## src/rtl/shift_pkg.sv

```systemverilog
// Shared definitions for the shift pipeline: op encodings and op classification helpers.
package shift_pkg;

    localparam int unsigned OP_W = 3;

    typedef enum logic [OP_W-1:0] {
        SHIFT_SLL = 3'b000,
        SHIFT_SRL = 3'b001,
        SHIFT_SRA = 3'b010,
        SHIFT_ROL = 3'b011,
        SHIFT_ROR = 3'b100
    } shift_op_e;

    function automatic logic op_is_legal(input logic [OP_W-1:0] op);
        return op <= SHIFT_ROR;
    endfunction

    function automatic logic op_is_left(input logic [OP_W-1:0] op);
        return (op == SHIFT_SLL) || (op == SHIFT_ROL);
    endfunction

endpackage

```

## src/rtl/shift_pipe_if.sv

```systemverilog
// Valid/ready request and response channels of the shift pipeline.
interface shift_pipe_if
    import shift_pkg::*;
#(
    parameter int unsigned WIDTH = 32,
    parameter int unsigned TAG_W = 4
);
    localparam int unsigned SHAMT_W = $clog2(WIDTH);

    logic               in_valid;
    logic               in_ready;
    logic [WIDTH-1:0]   in_data;
    logic [SHAMT_W-1:0] in_shamt;
    logic [OP_W-1:0]    in_op;
    logic [TAG_W-1:0]   in_tag;

    logic               out_valid;
    logic               out_ready;
    logic [WIDTH-1:0]   out_data;
    logic [TAG_W-1:0]   out_tag;
    logic               out_illegal;

    modport master (
        output in_valid, in_data, in_shamt, in_op, in_tag, out_ready,
        input  in_ready, out_valid, out_data, out_tag, out_illegal
    );

    modport slave (
        input  in_valid, in_data, in_shamt, in_op, in_tag, out_ready,
        output in_ready, out_valid, out_data, out_tag, out_illegal
    );

endinterface

```

## src/rtl/shift_pipe_stage.sv

```systemverilog
// One log-shifter stage of fixed distance DIST, optionally followed by a valid/ready register slice.
module shift_pipe_stage
    import shift_pkg::*;
#(
    parameter int unsigned WIDTH = 32,
    parameter int unsigned TAG_W = 4,
    parameter int unsigned DIST  = 16,
    parameter bit          REG   = 1'b0
) (
    input  logic                       clk,
    input  logic                       rst,

    input  logic                       in_valid,
    output logic                       in_ready,
    input  logic [WIDTH-1:0]           in_data,
    input  logic [$clog2(WIDTH)-1:0]   in_shamt,
    input  logic [OP_W-1:0]            in_op,
    input  logic                       in_fill,
    input  logic [TAG_W-1:0]           in_tag,
    input  logic                       in_illegal,

    output logic                       out_valid,
    input  logic                       out_ready,
    output logic [WIDTH-1:0]           out_data,
    output logic [$clog2(WIDTH)-1:0]   out_shamt,
    output logic [OP_W-1:0]            out_op,
    output logic                       out_fill,
    output logic [TAG_W-1:0]           out_tag,
    output logic                       out_illegal
);

    localparam int unsigned SEL = $clog2(DIST);

    logic [DIST-1:0]  fill_bits;
    logic [WIDTH-1:0] shifted;
    logic [WIDTH-1:0] stage_data;

    // Rotates are plain shifts whose vacated bits are refilled from the bits shifted out.
    always_comb begin
        // NOTE: every combinational output gets a default first so no path can infer a latch.
        fill_bits = '0;
        case (in_op)
            SHIFT_SRA: fill_bits = {DIST{in_fill}};
            SHIFT_ROL: fill_bits = in_data[WIDTH-1 -: DIST];
            SHIFT_ROR: fill_bits = in_data[DIST-1:0];
            default:   fill_bits = '0;
        endcase

        if (op_is_left(in_op)) begin
            shifted = {in_data[WIDTH-DIST-1:0], fill_bits};
        end else begin
            shifted = {fill_bits, in_data[WIDTH-1:DIST]};
        end

        stage_data = (in_shamt[SEL] && !in_illegal) ? shifted : in_data;
    end

    if (REG) begin : g_slice
        logic                     valid_q,   valid_d;
        logic [WIDTH-1:0]         data_q,    data_d;
        logic [$clog2(WIDTH)-1:0] shamt_q,   shamt_d;
        logic [OP_W-1:0]          op_q,      op_d;
        logic                     fill_q,    fill_d;
        logic [TAG_W-1:0]         tag_q,     tag_d;
        logic                     illegal_q, illegal_d;
        logic                     load;

        // Loads when empty or when the downstream slice takes the current item this cycle.
        assign in_ready = !valid_q || out_ready;

        always_comb begin
            load      = in_valid && in_ready;
            valid_d   = in_ready ? in_valid : valid_q;
            data_d    = load ? stage_data : data_q;
            shamt_d   = load ? in_shamt   : shamt_q;
            op_d      = load ? in_op      : op_q;
            fill_d    = load ? in_fill    : fill_q;
            tag_d     = load ? in_tag     : tag_q;
            illegal_d = load ? in_illegal : illegal_q;
        end

        // NOTE: payload registers are reset too, so the output bus reads all-zero after reset.
        always_ff @(posedge clk) begin
            // NOTE: state registers use non-blocking assignments so every flop samples pre-edge values.
            if (rst) begin
                valid_q   <= 1'b0;
                data_q    <= '0;
                shamt_q   <= '0;
                op_q      <= '0;
                fill_q    <= 1'b0;
                tag_q     <= '0;
                illegal_q <= 1'b0;
            end else begin
                valid_q   <= valid_d;
                data_q    <= data_d;
                shamt_q   <= shamt_d;
                op_q      <= op_d;
                fill_q    <= fill_d;
                tag_q     <= tag_d;
                illegal_q <= illegal_d;
            end
        end

        assign out_valid   = valid_q;
        assign out_data    = data_q;
        assign out_shamt   = shamt_q;
        assign out_op      = op_q;
        assign out_fill    = fill_q;
        assign out_tag     = tag_q;
        assign out_illegal = illegal_q;
    end else begin : g_comb
        logic unused_clk_rst;
        assign unused_clk_rst = clk ^ rst;

        assign in_ready    = out_ready;
        assign out_valid   = in_valid;
        assign out_data    = stage_data;
        assign out_shamt   = in_shamt;
        assign out_op      = in_op;
        assign out_fill    = in_fill;
        assign out_tag     = in_tag;
        assign out_illegal = in_illegal;
    end

endmodule

```

## src/rtl/shift_pipe.sv

```systemverilog
// Pipelined barrel shifter: SHAMT_W log stages (largest distance first), registered output,
// optional intermediate slices selected by PIPE_MASK, tag and op riding along with the data.
module shift_pipe
    import shift_pkg::*;
#(
    parameter int unsigned WIDTH     = 32,
    parameter logic [7:0]  PIPE_MASK = 8'b0000_0100,
    parameter int unsigned TAG_W     = 4
) (
    input  logic       clk,
    input  logic       rst,
    shift_pipe_if.slave bus
);

    localparam int unsigned SHAMT_W = $clog2(WIDTH);

    for (genvar k = 0; k < SHAMT_W; k++) begin : g_stage
        localparam bit SLICE = (k == SHAMT_W - 1) || PIPE_MASK[k];

        logic               up_valid,   dn_valid;
        logic               up_ready,   dn_ready;
        logic [WIDTH-1:0]   up_data,    dn_data;
        logic [SHAMT_W-1:0] up_shamt,   dn_shamt;
        logic [OP_W-1:0]    up_op,      dn_op;
        logic               up_fill,    dn_fill;
        logic [TAG_W-1:0]   up_tag,     dn_tag;
        logic               up_illegal, dn_illegal;

        if (k == 0) begin : g_head
            // The SRA fill bit is captured once here so later stages never see a shifted MSB.
            assign up_valid   = bus.in_valid & ~rst;
            assign up_data    = bus.in_data;
            assign up_shamt   = bus.in_shamt;
            assign up_op      = bus.in_op;
            assign up_fill    = bus.in_data[WIDTH-1];
            assign up_tag     = bus.in_tag;
            assign up_illegal = ~op_is_legal(bus.in_op);
        end else begin : g_link
            assign up_valid   = g_stage[k-1].dn_valid;
            assign up_data    = g_stage[k-1].dn_data;
            assign up_shamt   = g_stage[k-1].dn_shamt;
            assign up_op      = g_stage[k-1].dn_op;
            assign up_fill    = g_stage[k-1].dn_fill;
            assign up_tag     = g_stage[k-1].dn_tag;
            assign up_illegal = g_stage[k-1].dn_illegal;
        end

        if (k == SHAMT_W - 1) begin : g_tail
            logic unused_ctl;
            assign dn_ready   = bus.out_ready;
            assign unused_ctl = ^{dn_shamt, dn_op, dn_fill};
        end else begin : g_mid
            assign dn_ready = g_stage[k+1].up_ready;
        end

        shift_pipe_stage #(
            .WIDTH (WIDTH),
            .TAG_W (TAG_W),
            .DIST  (WIDTH >> (k + 1)),
            .REG   (SLICE)
        ) u_stage (
            .clk         (clk),
            .rst         (rst),
            .in_valid    (up_valid),
            .in_ready    (up_ready),
            .in_data     (up_data),
            .in_shamt    (up_shamt),
            .in_op       (up_op),
            .in_fill     (up_fill),
            .in_tag      (up_tag),
            .in_illegal  (up_illegal),
            .out_valid   (dn_valid),
            .out_ready   (dn_ready),
            .out_data    (dn_data),
            .out_shamt   (dn_shamt),
            .out_op      (dn_op),
            .out_fill    (dn_fill),
            .out_tag     (dn_tag),
            .out_illegal (dn_illegal)
        );
    end

    assign bus.in_ready    = g_stage[0].up_ready & ~rst;
    assign bus.out_valid   = g_stage[SHAMT_W-1].dn_valid;
    assign bus.out_data    = g_stage[SHAMT_W-1].dn_data;
    assign bus.out_tag     = g_stage[SHAMT_W-1].dn_tag;
    assign bus.out_illegal = g_stage[SHAMT_W-1].dn_illegal;

endmodule

```

## src/flat_wrapper.sv

```systemverilog
// flat-port wrapper written by rule: the top's interface ports become plain ports
module shift_pipe_flat import shift_pkg::*;
#(
    parameter int unsigned WIDTH     = 32,
    parameter logic [7:0]  PIPE_MASK = 8'b0000_0100,
    parameter int unsigned TAG_W     = 4
)
  (clk, rst, bus_in_valid, bus_in_data, bus_in_shamt, bus_in_op, bus_in_tag, bus_out_ready, bus_in_ready, bus_out_valid, bus_out_data, bus_out_tag, bus_out_illegal);
  shift_pipe_if #(.WIDTH(WIDTH), .TAG_W(TAG_W)) bus_i ();
  input  logic clk;
  input  logic rst;
  input wire logic [$bits(bus_i.in_valid)-1:0] bus_in_valid;
  input wire logic [$bits(bus_i.in_data)-1:0] bus_in_data;
  input wire logic [$bits(bus_i.in_shamt)-1:0] bus_in_shamt;
  input wire logic [$bits(bus_i.in_op)-1:0] bus_in_op;
  input wire logic [$bits(bus_i.in_tag)-1:0] bus_in_tag;
  input wire logic [$bits(bus_i.out_ready)-1:0] bus_out_ready;
  output wire logic [$bits(bus_i.in_ready)-1:0] bus_in_ready;
  output wire logic [$bits(bus_i.out_valid)-1:0] bus_out_valid;
  output wire logic [$bits(bus_i.out_data)-1:0] bus_out_data;
  output wire logic [$bits(bus_i.out_tag)-1:0] bus_out_tag;
  output wire logic [$bits(bus_i.out_illegal)-1:0] bus_out_illegal;
  assign bus_i.in_valid = bus_in_valid;
  assign bus_i.in_data = bus_in_data;
  assign bus_i.in_shamt = bus_in_shamt;
  assign bus_i.in_op = bus_in_op;
  assign bus_i.in_tag = bus_in_tag;
  assign bus_i.out_ready = bus_out_ready;
  assign bus_in_ready = bus_i.in_ready;
  assign bus_out_valid = bus_i.out_valid;
  assign bus_out_data = bus_i.out_data;
  assign bus_out_tag = bus_i.out_tag;
  assign bus_out_illegal = bus_i.out_illegal;
  shift_pipe #(.WIDTH(WIDTH), .PIPE_MASK(PIPE_MASK), .TAG_W(TAG_W)) u_core (.clk(clk), .rst(rst), .bus(bus_i));
endmodule
```

## config.mk

```make
export PLATFORM = sky130hd
export DESIGN_NAME = shift_pipe_flat
export DESIGN_NICKNAME = d
export VERILOG_FILES = /design/src/rtl/shift_pkg.sv /design/src/rtl/shift_pipe_if.sv /design/src/rtl/shift_pipe_stage.sv /design/src/rtl/shift_pipe.sv /design/src/flat_wrapper.sv
export SDC_FILE = /design/constraint.sdc
export NUM_CORES = 1
export LEC_CHECK = 0
export CAP_MARGIN = 20
export CORE_MARGIN = 2
export CORE_UTILIZATION = 53
export DETAILED_ROUTE_END_ITERATION = 10
export HOLD_SLACK_MARGIN = 0.15
export PLACE_DENSITY = 0.88
export SYNTH_ARGS = -nofsm -noshare
export SYNTH_HDL_FRONTEND = slang
export SYNTH_HIERARCHICAL = 1
export SYNTH_SLANG_ARGS = --single-unit
```

## constraint.sdc

```tcl
create_clock -name clk -period 2.6 [get_ports clk]
set_input_delay 0.65 -clock clk [delete_from_list [all_inputs] [get_ports clk]]
set_output_delay 0.65 -clock clk [all_outputs]
set_load 0.005 [all_outputs]
```

* Word level (Yosys, flattened, before mapping) *
Cells that the tools add are included.

storage, ports and cells
  bits in registers = 82
  output and inout bits = 39
  word-level logic and storage cells = 53

cells by class
  order comparisons = 1
  equal/unequal tests = 6
  multiplexer cells = 15
  bitwise logic cells = 4
  reductions and logical operators = 16

operators with widths
  kind                                                                   number
  32-bit two-way mux                                                     10
  16-bit case mux with 3 select lines                                    1
  8-bit case mux with 3 select lines                                     1
  3-bit by 2-bit equality test with 1-bit output, second input constant  4
  4-bit case mux with 3 select lines                                     1
  1-bit logical AND                                                      7
  3-bit equality test, second input constant                             2
  3-bit zero test                                                        2
  2-bit case mux with 3 select lines                                     1
  1-bit logical OR                                                       4
  3-bit less-or-equal comparator, second input constant                  1
  1-bit zero test                                                        3
  1-bit case mux with 3 select lines                                     1
  1-bit AND                                                              2
  1-bit NOT                                                              2

* Depth between registers and ports, before layout *
Gate-level depths: netlist of run 1.

  word-level depth = 10
  gate-level depth with buffers = 12

* Modules after synthesis *
Netlist of run 1, hierarchy kept.

modules (own cells, without submodules)
  module                                         instances  cells each  area each (µm²)
  shift_pipe_stage at u_core.g_stage[2].u_stage  1          299         2524.9
  shift_pipe_stage at u_core.g_stage[4].u_stage  1          295         2468.6
  shift_pipe_stage at u_core.g_stage[3].u_stage  1          167         1084.8
  shift_pipe_stage at u_core.g_stage[1].u_stage  1          162         972.2
  shift_pipe_stage at u_core.g_stage[0].u_stage  1          115         863.3
  shift_pipe                                     1          3           20.0

* Least setup slack after synthesis of run 1 *
No wires, ideal clock.

  path kind = input port to flip-flop
  start = input bus_in_op[0]
  end = register u_core.g_stage[2].u_stage.g_slice.data_q[27]
  library setup time = 96 ps
  arrival time = 2681 ps
  required time = 2504 ps
  path slack = -177 ps
  stages = 11
  path buffers = 2
  cell sequence = o21a_1 nand2b_4 buf_6 a211o_4 buf_8 o31ai_4 or3_1 a32o_1 nor2_1 mux2_2 o41ai_2

between the ends
  elaborated cells between the ends (all ways) = 17
  those cells by class = order compare (1); eq/ne (3); mux (8); reduce/logical (5)

RTL lines
  item                                                                            RTL line                                 RTL
  start: declaration                                                              flat_wrapper.sv:15                       input wire logic [$bits(bus_i.in_op)-1:0] bus_in_op;
  3-bit equality test, or another cell as far along                               shift_pipe_stage.sv:42                   case (in_op)
  16-bit case mux with 3 select lines / 1-bit logical OR (equally long branches)  shift_pipe_stage.sv:42, shift_pkg.sv:19
  32-bit two-way mux                                                              shift_pipe_stage.sv:49                   if (op_is_left(in_op)) begin
  32-bit two-way mux *                                                            shift_pipe_stage.sv:55                   stage_data = (in_shamt[SEL] && !in_illegal) ? shifted : in_data;
  via u_core.g_stage[0].dn_data[23]                                               shift_pipe.sv:22                         logic [WIDTH-1:0] up_data, dn_data;
  32-bit two-way mux *                                                            shift_pipe_stage.sv:49
  32-bit two-way mux *                                                            shift_pipe_stage.sv:55
  via u_core.g_stage[1].dn_data[31]                                               shift_pipe.sv:22
  32-bit two-way mux *                                                            shift_pipe_stage.sv:49
  32-bit two-way mux *                                                            shift_pipe_stage.sv:55
  end signal: assignment                                                          shift_pipe_stage.sv:95                   data_q <= data_d;
  end: declaration                                                                shift_pipe_stage.sv:60                   logic [WIDTH-1:0] data_q, data_d;

Mark *: on every way through the listed nets, which the timed path passes. The rest lies on a longest branch.
A chain may end at the register's enable or synchronous reset.

* Worst setup path after layout of run 1 *
  start = input bus_in_data[31]
  end = register u_core.g_stage[2].u_stage.g_slice.data_q[3]

between the ends
  elaborated cells between the ends (all ways) = 9
  those cells by class = mux (9)

RTL lines
  item                                 RTL line                RTL
  start: declaration                   flat_wrapper.sv:13      input wire logic [$bits(bus_i.in_data)-1:0] bus_in_data;
  16-bit case mux with 3 select lines  shift_pipe_stage.sv:42
  32-bit two-way mux                   shift_pipe_stage.sv:49
  32-bit two-way mux                   shift_pipe_stage.sv:55
  via u_core.g_stage[0].dn_data[23]    shift_pipe.sv:22
  32-bit two-way mux                   shift_pipe_stage.sv:49
  32-bit two-way mux                   shift_pipe_stage.sv:55
  via u_core.g_stage[1].dn_data[31]    shift_pipe.sv:22
  4-bit case mux with 3 select lines   shift_pipe_stage.sv:42
  32-bit two-way mux                   shift_pipe_stage.sv:49
  32-bit two-way mux                   shift_pipe_stage.sv:55

The timed path passes the listed nets, and every way through them passes these cells.

==> out/results.ini, run 1 <==
[cells_and_area]
nFillCells=1110
nets=1088
n_antenna_cell=0
seq_area_mm2=0.00164
syn2layout_area_growth_pct=19.3
drive_above_1_share_pct=21.6
postLayoutCoreUtil_pct=64.6
fin_area_mm2=0.00893
multi_input_area_mm2=0.00482

[pwr]
intPower_w=0.00254
swShare_pct=32.8
power.density_mw_per_mm2=423
switching_power_w=0.00124
pwr-share-clk_pct=30.8
comb_power_share_pct=32.8
vdd_drop_max_mv=0.263
power_frac_seq_pct=36.4
p_leak_nw=3.19

[worst_hold_path]
holdCritPathClass=reg -> reg
worstHoldStart=u_core/g_stage[4].u_stage/out_data[3]

[sta]
hold_viol=0
hold_ws_ns=0.456
skew_ns=0.00510
setup_ws_ns=0.110
finalSetupViolations=0
worst_slew_pin_slew_ns=0.470
fin_crit_sh_pct=95.8
max_freq_mhz=402
period_minus_slack_ns=2.49
tns_ns=0
report.final.slew_viol_count=0
relSlewSlack_pct=68.7
grt_setup_unrepaired=no

[synth]
postSynthCellCount=986
synthesis.area_mm2=0.00749
syn_area_per_cell_um2=7.60
syn_nets=1034
yosys_warnings=6

[grt]
track_usage_pct=27.7
grt_pass1_vias=7097
grt_pass1_wl_mm=34.1
grt.overflow.total=0
grt_start_max_net_pins=107
antenna_found_initial=0

[route]
wirelength_mm=20.9
dr.pass1.iters=6
drt_iter0_markers=1043
routedWlPerCell_um=17.1
drtAntennaViolNets=0
drt-vias-per-instance=6.39
vias=7821
drcViolationCount=0

[worst_setup_path]
arrival_ns=2.69
critical_path.max_fanout=5
end_kind=flip-flop
crit_type=in -> reg
crit_path_start=bus_in_data[31]
crit_required_ns=2.80
start_kind=input port
rr_startpoint=u_core/g_stage[2].u_stage/out_op[0]

[die]
core_area_mm2=0.0138
rows=43
fp.dieH_um=123
ios=87
die_area_mm2=0.0151
start_util_pct=54.2
die_x_um=123

[place]
hpwl_mm=14.7
post_dp_cell_area_mm2=0.00845
post-place-ws_ns=-0.632
place_congestion=0.988
port_buffers=86

[run_status]
status=finished clean

[clock_tree]
cts.path.max_buffers=2
cts_root_buf=clkbuf_16
clock_sinks=82
cts_inserted_buffers=9
tritoncts=yes
clock_latency_ns=0.34
path_clk_slew_ns=0.05
ctsHtreeMaxLevel=3

[flow_run]
maxCapViolations=0

-- metrics by stage --
stage / power (W) / instances
final: 0.00378 / 1224
after global routing: 0.00394 / 1224
after CTS: 0.00374 / 1223
after detailed placement: 0.00255 / 1203
after global placement: 0.00252 / 1203
after floorplan: 0.00218 / 986
-- flip-flops by register name (all words and copies together) (netlist names) --
signal,count
u_core/g_stage.u_stage/out_tag,8
u_core/g_stage.u_stage/out_data,64
u_core/g_stage.u_stage/out_fill,1
u_core/g_stage.u_stage/out_illegal,2
u_core/g_stage.u_stage/out_valid,2
u_core/g_stage.u_stage/out_op,3
u_core/g_stage.u_stage/out_shamt,2
-- worst max-delay path, cell delays in order --
cell	delay (ns)
dlygate4sd2_1	0.27
nor3b_4	0.21
a211o_4	0.21
buf_6	0.12
o31ai_4	0.05
or3_1	0.37
a32o_2	0.30
nand2_1	0.07
o22ai_1	0.09
a221oi_2	0.26
o31ai_1	0.09
-- power by group through the flow --
stage          Clock, W  Sequential [W]  Combinational [W]
6_report        0.00116         0.00137            0.00124
5_1_grt         0.00123         0.00138            0.00133
4_1_cts         0.00118         0.00137            0.00119
3_5_place_dp          0         0.00140            0.00115
3_3_place_gp          0         0.00139            0.00112
2_1_floorplan         0         0.00138           0.000799
-- layout make-up --
class | count | area share, %
clock buffers | 13 | 2.91
clock inverters | 2 | 0.140
inverters | 42 | 1.76
multi-input cells | 713 | 54.0
flip-flops and latches | 82 | 18.4
well taps | 180 | 2.52
repair buffers | 192 | 20.3
-- per-layer routing --
layer	share of wire, %	up-vias	global-route usage, %
met5	0	-	0
met3	8.0	68	3.72
met4	3.2	0	11.9
li1	-	3694	-
met1	41	3639	35.1
met2	48	420	46.9
-- final timing paths --
check                           cells past startpoint  slack, ns                                     end
worst max-delay path                               11       0.11   u_core/g_stage[2].u_stage/out_data[3]
worst min-delay path                                2       0.46   u_core/g_stage[4].u_stage/out_data[3]
worst max register to register                      8       0.54  u_core/g_stage[4].u_stage/out_data[31]
worst min register to register                      2       0.46   u_core/g_stage[4].u_stage/out_data[3]
-- repair_timing --
action,CTS,global route
endpoints found under the setup margin,33,31
gates cloned,1,0
hold buffers,0,0
pin swaps,35,13
setup buffers,4,0
resized for setup,33,19
-- placed cells by master (no fill, tap or decap), types with 3 or more instances in the layout --
cell type / count
nand2_1: 169
buf_4: 89
dfxtp_1: 82
a21oi_1: 81
clkdlybuf4s50_1: 79
o211ai_1: 70
nor3_1: 45
o21ai_0: 42
inv_1: 41
nor2_1: 33
a221o_1: 30
nand3b_1: 26
o41ai_2: 20
nand4_1: 20
o211ai_2: 20
a22o_1: 16
nand2b_1: 14
o31ai_4: 12
buf_12: 10
or3_1: 10
clkbuf_16: 9
a21oi_2: 8
a22oi_1: 7
o21ai_1: 7
buf_6: 7
a32o_2: 7
a221oi_1: 7
nor2b_1: 6
o41ai_1: 5
mux2_2: 4
a221oi_2: 4
a31oi_1: 4
a32o_1: 3
nor2b_2: 3
Power figures use the tool's default switching activity.
==> run 2, diff against run 1 <==
--- a/config.mk
+++ b/config.mk
@@ -10,7 +10,7 @@
 export CORE_UTILIZATION = 53
 export DETAILED_ROUTE_END_ITERATION = 10
 export HOLD_SLACK_MARGIN = 0.15
-export PLACE_DENSITY = 0.88
+export PLACE_DENSITY_LB_ADDON = 0.05
 export SYNTH_ARGS = -nofsm -noshare
 export SYNTH_HDL_FRONTEND = slang
 export SYNTH_HIERARCHICAL = 1
==> run 2 against run 1 <==
  * Critical path depth rose by 1
  * Register-to-register slack got worse by 0.24 ns
  * First-iteration DRC count fell by 19%
  * Final cell count rose by 0.25%
  * Largest cell class unchanged
  * Highest routed layer unchanged
==> out/results.ini, run 2 (synthesis results as in run 1) <==
[cells_and_area]
nFillCells=1160  ; +4.5%
largest_register_ffs=64  ; unchanged
syn2layout_area_growth_pct=21.0
multi_input_area_mm2=0.00488  ; +1.2%
final_cell_mix=170 x nand2_1, 91 x buf_4, 82 x dfxtp_1, 79 x clkdlybuf4s50_1, 79 x a21oi_1
postLayoutCoreUtil_pct=65.6  ; +0.96 points
seq_area_mm2=0.00164  ; unchanged
final_common_cell=nand2_1
nets=1091  ; +0.28%
n_antenna_cell=0  ; unchanged
drive_above_1_share_pct=22.6  ; +1.1 points

[grt]
grt_pass1_wl_mm=35.8  ; +4.9%
grt.overflow.total=0  ; unchanged
track_usage_pct=29.7  ; +2.0 points
antenna_found_initial=0  ; unchanged
grt_start_max_net_pins=109  ; +1.9%
grt_pass1_vias=7137  ; +0.56%

[pwr]
pwr-share-clk_pct=31.4  ; +0.6 points
swShare_pct=33.7  ; +0.85 points
intPower_w=0.00257  ; +1.2%
power.density_mw_per_mm2=427  ; +1.0%
p_leak_nw=3.23  ; +1.2%
power_frac_seq_pct=35.6  ; -0.8 points
switching_power_w=0.00130  ; +5.2%
vdd_drop_max_mv=0.304  ; +15%
comb_power_share_pct=33.1  ; +0.3 points

[clock_tree]
path_clk_slew_ns=0.07  ; +0.02 ns
tritoncts=yes
hold_buffers=0  ; unchanged
cts_root_buf=clkbuf_16
cts.path.max_buffers=2  ; unchanged
cts_inserted_buffers=9  ; unchanged
clock_latency_ns=0.35  ; about the same
ctsHtreeMaxLevel=3  ; unchanged
clock_sinks=82  ; unchanged

[worst_setup_path]
crit_path_start=bus_in_op[0]
arrival_ns=2.78  ; +0.09 ns
end_kind=flip-flop
rrSetupSlack_ns=0.30  ; -0.24 ns
start_kind=input port
rr_startpoint=u_core/g_stage[2].u_stage/out_op[0]
critical_path.max_fanout=8  ; +3
crit_required_ns=2.86  ; +0.06 ns
ff2ff_path_depth=7  ; -1
endpoint=u_core/g_stage[2].u_stage/out_data[1]
crit_type=in -> reg
r2r_end=u_core/g_stage[4].u_stage/out_data[0]

[sta]
relSlewSlack_pct=56.9  ; -12 points
grt_setup_unrepaired=yes
period_minus_slack_ns=2.52  ; +0.0286 ns
skew_ns=0.0142  ; +0.00914 ns
worst_slew_pin_slew_ns=0.647  ; +0.177 ns
max_freq_mhz=397  ; -1.1%
hold_viol=0  ; unchanged
report.final.slew_viol_count=0  ; unchanged
fin_crit_sh_pct=96.9  ; +1.1 points
hold_ws_ns=0.457  ; +0.00104 ns
finalSetupViolations=0  ; unchanged

[flow_run]
maxCapViolations=0  ; unchanged

[die]
ios=87  ; unchanged
core_area_mm2=0.0138  ; unchanged
rows=43  ; unchanged
die_x_um=123  ; unchanged
fp.dieH_um=123  ; unchanged
start_util_pct=54.2  ; unchanged
die_area_mm2=0.0151  ; unchanged

[place]
place_congestion=0.874  ; -12%
hpwl_mm=16.4  ; +11%
port_buffers=86  ; unchanged

[route]
drt_iter0_markers=845  ; -19%
drtAntennaViolNets=0  ; unchanged
drcViolationCount=0  ; unchanged
routedWlPerCell_um=18.1  ; +5.9%
vias=7686  ; -1.7%
dr.pass1.iters=5  ; -1
wirelength_mm=22.2  ; +6.2%
drt-vias-per-instance=6.26  ; -2.0%

[worst_hold_path]
holdCritPathClass=reg -> reg

[run_status]
status=finished clean

==> run 2: metrics by stage <==
step	setup slack (ns)	std cells	setup TNS, ns	instance area, um2	power (W)
after global routing	-0.00177	1227	-0.00177	9070	0.00404
after floorplan	0.00976	986	0	7520	0.00218
after global placement	-0.677	1198	-17.16	8490	0.00256
final	0.0810	1227	0	9070	0.00387
after detailed placement	-0.747	1198	-18.81	8490	0.00259
after CTS	0.00501	1219	0	8930	0.00383
==> run 2: per-layer routing <==
layer	part of all wire (%)	global-route usage, %	vias to the layer above	wire (um)
met5	0	0	-	0
met4	3.7	14.4	0	828
met3	5.0	4.23	51	1120
met2	49	50.1	280	10800
met1	43	37.0	3655	9450
li1	-	-	3700	-
==> run 2: area by class of cell <==
cell class,count,share of cell area [%]
Clock inverter,4,0.304
Timing Repair Buffer,195,20.7
Multi-Input combinational cell,713,53.8
Clock buffer,11,2.79
Tap cell,180,2.48
Sequential cell,82,18.1
Inverter,42,1.74
==> run 2: how the worst min path moves through the flow <==
| stage | from | end | slack (ns) | cells past startpoint |
|---|---|---|---|---|
| after detailed placement | u_core/g_stage[4].u_stage/out_data[12] | u_core/g_stage[4].u_stage/out_data[12] | 0.45 | 2 |
| after CTS | u_core/g_stage[2].u_stage/out_tag[0] | u_core/g_stage[4].u_stage/out_tag[0] | 0.46 | 2 |
| final | u_core/g_stage[4].u_stage/out_data[12] | u_core/g_stage[4].u_stage/out_data[12] | 0.46 | 2 |
| after global routing | u_core/g_stage[4].u_stage/out_data[28] | u_core/g_stage[4].u_stage/out_data[28] | 0.47 | 2 |
| after global placement | u_core/g_stage[2].u_stage/out_tag[0] | u_core/g_stage[4].u_stage/out_tag[0] | 0.44 | 2 |
| after floorplan | u_core/g_stage[2].u_stage/out_shamt[0] | u_core/g_stage[2].u_stage/out_shamt[0] | 0.44 | 2 |
==> run 2: power by group through the flow <==
stage | clock [W] | combinational, W | sequential (W)
2_1_floorplan | 0 | 0.000799 | 0.00138
3_3_place_gp | 0 | 0.00116 | 0.00140
3_5_place_dp | 0 | 0.00118 | 0.00140
4_1_cts | 0.00123 | 0.00123 | 0.00137
5_1_grt | 0.00128 | 0.00138 | 0.00138
6_report | 0.00121 | 0.00128 | 0.00138
==> run 2: critical path, stage by stage <==
cell and delay [ns]:
clkbuf_2 0.10, o21a_1 0.20, nand2b_4 0.16, a211o_4 0.33
buf_4 0.16, o31ai_4 0.23, buf_4 0.15, a21oi_1 0.05
a21oi_1 0.19, buf_4 0.17, o21ai_0 0.09, a221oi_1 0.29
==> run 2: repair_timing <==
action,CTS,global route
setup buffers,7,7
setup endpoints to repair,33,39
pin swaps,36,20
resized for setup,35,21
==> run 3, diff against run 2 <==
--- a/config.mk
+++ b/config.mk
@@ -9,6 +9,7 @@
 export CORE_MARGIN = 2
 export CORE_UTILIZATION = 53
 export DETAILED_ROUTE_END_ITERATION = 10
+export GPL_TIMING_DRIVEN = 0
 export HOLD_SLACK_MARGIN = 0.15
 export PLACE_DENSITY_LB_ADDON = 0.05
 export SYNTH_ARGS = -nofsm -noshare
==> run 3 against run 2 <==
  * Core utilization is 0.83 points higher
  * Setup slack lost 0.071 ns
  * Fmax fell by 2.7%
  * Non-clock buffer count rose by 51
  * Sequential power is essentially flat
  * Clock-buffer cell count shrank 2
  * First-iteration DRC count up 3.6%
  * Combinational power barely moved
  * Critical path type unchanged
  * Largest cell class unchanged
==> out/results.ini, run 3 (synthesis results as in run 1) <==
[grt]
grt_pass1_wl_mm=38.7  ; +8.0%
grt.overflow.total=0  ; unchanged
grt_pass1_vias=7386  ; +3.5%
track_usage_pct=32.8  ; +3.0 points
antenna_found_initial=0  ; unchanged
grt_start_max_net_pins=16  ; -85%

[run_status]
status=finished clean

[worst_setup_path]
crit_type=in -> reg
arrival_ns=2.83  ; +0.05 ns
start_kind=input port
crit_required_ns=2.84  ; -0.02 ns
end_kind=flip-flop
critical_path.max_fanout=7  ; -1

[die]
ios=87  ; unchanged
die_x_um=123  ; unchanged
start_util_pct=54.2  ; unchanged
rows=43  ; unchanged
core_area_mm2=0.0138  ; unchanged
die_area_mm2=0.0151  ; unchanged
fp.dieH_um=123  ; unchanged

[route]
vias=8117  ; +5.6%
drtAntennaViolNets=0  ; unchanged
drt-vias-per-instance=6.35  ; +1.3%
drt_iter0_markers=875  ; +3.6%
drcViolationCount=0  ; unchanged
dr.pass1.iters=6  ; +1
wirelength_mm=24.6  ; +11%
routedWlPerCell_um=19.2  ; +6.1%

[clock_tree]
cts_inserted_buffers=9  ; unchanged
tritoncts=yes
clock_sinks=82  ; unchanged
hold_buffers=0  ; unchanged
clock_latency_ns=0.34  ; about the same
path_clk_slew_ns=0.07  ; about the same
ctsHtreeMaxLevel=3  ; unchanged
cts_root_buf=clkbuf_16
cts.path.max_buffers=2  ; unchanged

[pwr]
p_leak_nw=3.37  ; +4.6%
power.density_mw_per_mm2=432  ; +1.1%
vdd_drop_max_mv=0.292  ; -3.7%

[sta]
report.final.slew_viol_count=0  ; unchanged
worst_slew_pin_slew_ns=0.750  ; +0.103 ns
grt_setup_unrepaired=yes
max_freq_mhz=386  ; -2.7%
finalSetupViolations=0  ; unchanged
period_minus_slack_ns=2.59  ; +0.0712 ns
fin_crit_sh_pct=99.6  ; +2.7 points
relSlewSlack_pct=50.0  ; -6.8 points
tns_ns=0  ; unchanged
skew_ns=0.00703  ; -0.00721 ns
hold_viol=0  ; unchanged

[cells_and_area]
instances_no_fill=1279  ; +4.2%
largest_register_ffs=64  ; unchanged
syn2layout_area_growth_pct=22.6
nFillCells=1278  ; +10%
nets=1142  ; +4.7%
n_antenna_cell=0  ; unchanged
final_common_cell=nand2_1
drive_above_1_share_pct=23.1  ; +0.48 points
final_cell_mix=170 x nand2_1, 82 x dfxtp_1, 76 x a21oi_1, 71 x clkdlybuf4s50_1, 70 x o211ai_1

[place]
place_congestion=1.02  ; +16%
port_buffers=78  ; -9.3%
hpwl_mm=18.3  ; +12%
placed_cells=1244  ; +3.8%

[flow_run]
maxCapViolations=0  ; unchanged

[worst_hold_path]
holdCritPathClass=reg -> reg

run 3: changes by cell type in the layout (fill, tap and decap cells not counted), moves of 13 or more:
cell	previous run	this run
buf_12	16	3
buf_2	0	23
buf_4	91	69
buf_6	1	21
clkbuf_1	0	27
run 3: area by class of cell:
type                    count  area, um2  area share, %
clock inverters             7       76.3          0.831
clock buffers               9        225           2.45
plain buffers             146       1030           11.2
well taps                 180        225           2.45
multi-input cells         713       4870           53.0
flip-flops and latches     82       1640           17.9
repair buffers            100        960           10.5
inverters                  42        158           1.72
run 3: worst max-delay path, stage by stage:
cell,delay (ns)
buf_6,0.10
o21a_1,0.19
nand2b_4,0.20
a211o_4,0.34
o31ai_2,0.39
or3_1,0.17
a32o_1,0.29
o21ai_0,0.18
o41ai_2,0.33
run 3: path summary, 6_finish.rpt:
path | from | to | slack [ns] | cells past startpoint
setup / recovery | bus_in_op[0] | u_core/g_stage[2].u_stage/out_data[24] | 0.01 | 9
hold reg to reg | u_core/g_stage[4].u_stage/out_data[8] | u_core/g_stage[4].u_stage/out_data[8] | 0.45 | 2
setup reg to reg | u_core/g_stage[2].u_stage/out_op[0] | u_core/g_stage[4].u_stage/out_data[31] | 0.51 | 8
hold / removal | u_core/g_stage[4].u_stage/out_data[8] | u_core/g_stage[4].u_stage/out_data[8] | 0.45 | 2
run 3: repair_timing:
action | CTS | global route
gates resized for setup | 58 | 41
buffers inserted | 17 | 5
endpoints found under the setup margin | 33 | 31
pin swaps | 38 | 19
hold endpoints to repair | 0 | 0
gates cloned | 1 | 0
run 3: where the power goes:
part / internal, W / total [W] / switching, W
Clock: 0.000753 / 0.00131 / 0.000555
Combinational: 0.000515 / 0.00128 / 0.000767
Sequential: 0.00131 / 0.00137 / 0.0000637
Total: 0.00258 / 0.00396 / 0.00138
run 3: metrics by stage:
stage	utilization [%]	cell area (um2)	hold slack [ns]	power [W]	worst slack [ns]
2_1_floorplan	-	7520	0.437	0.00218	0.00976
3_3_place_gp	61.7	8530	0.442	0.00254	-1.02
3_5_place_dp	61.7	8530	0.447	0.00254	-1.04
4_1_cts	65.7	9080	0.456	0.00392	0.000835
5_1_grt	66.4	9180	0.476	0.00414	-0.0933
6_report	66.4	9180	0.454	0.00396	0.00981
run 3: metal layers:
metal  vias up  routed length (um)  GRT usage [%]
met5         -                   0              0
met4         0                1210           15.1
met3        99                1970           4.93
met2       452               11500           53.6
met1      3758                9870           42.3
li1       3808                   -              -
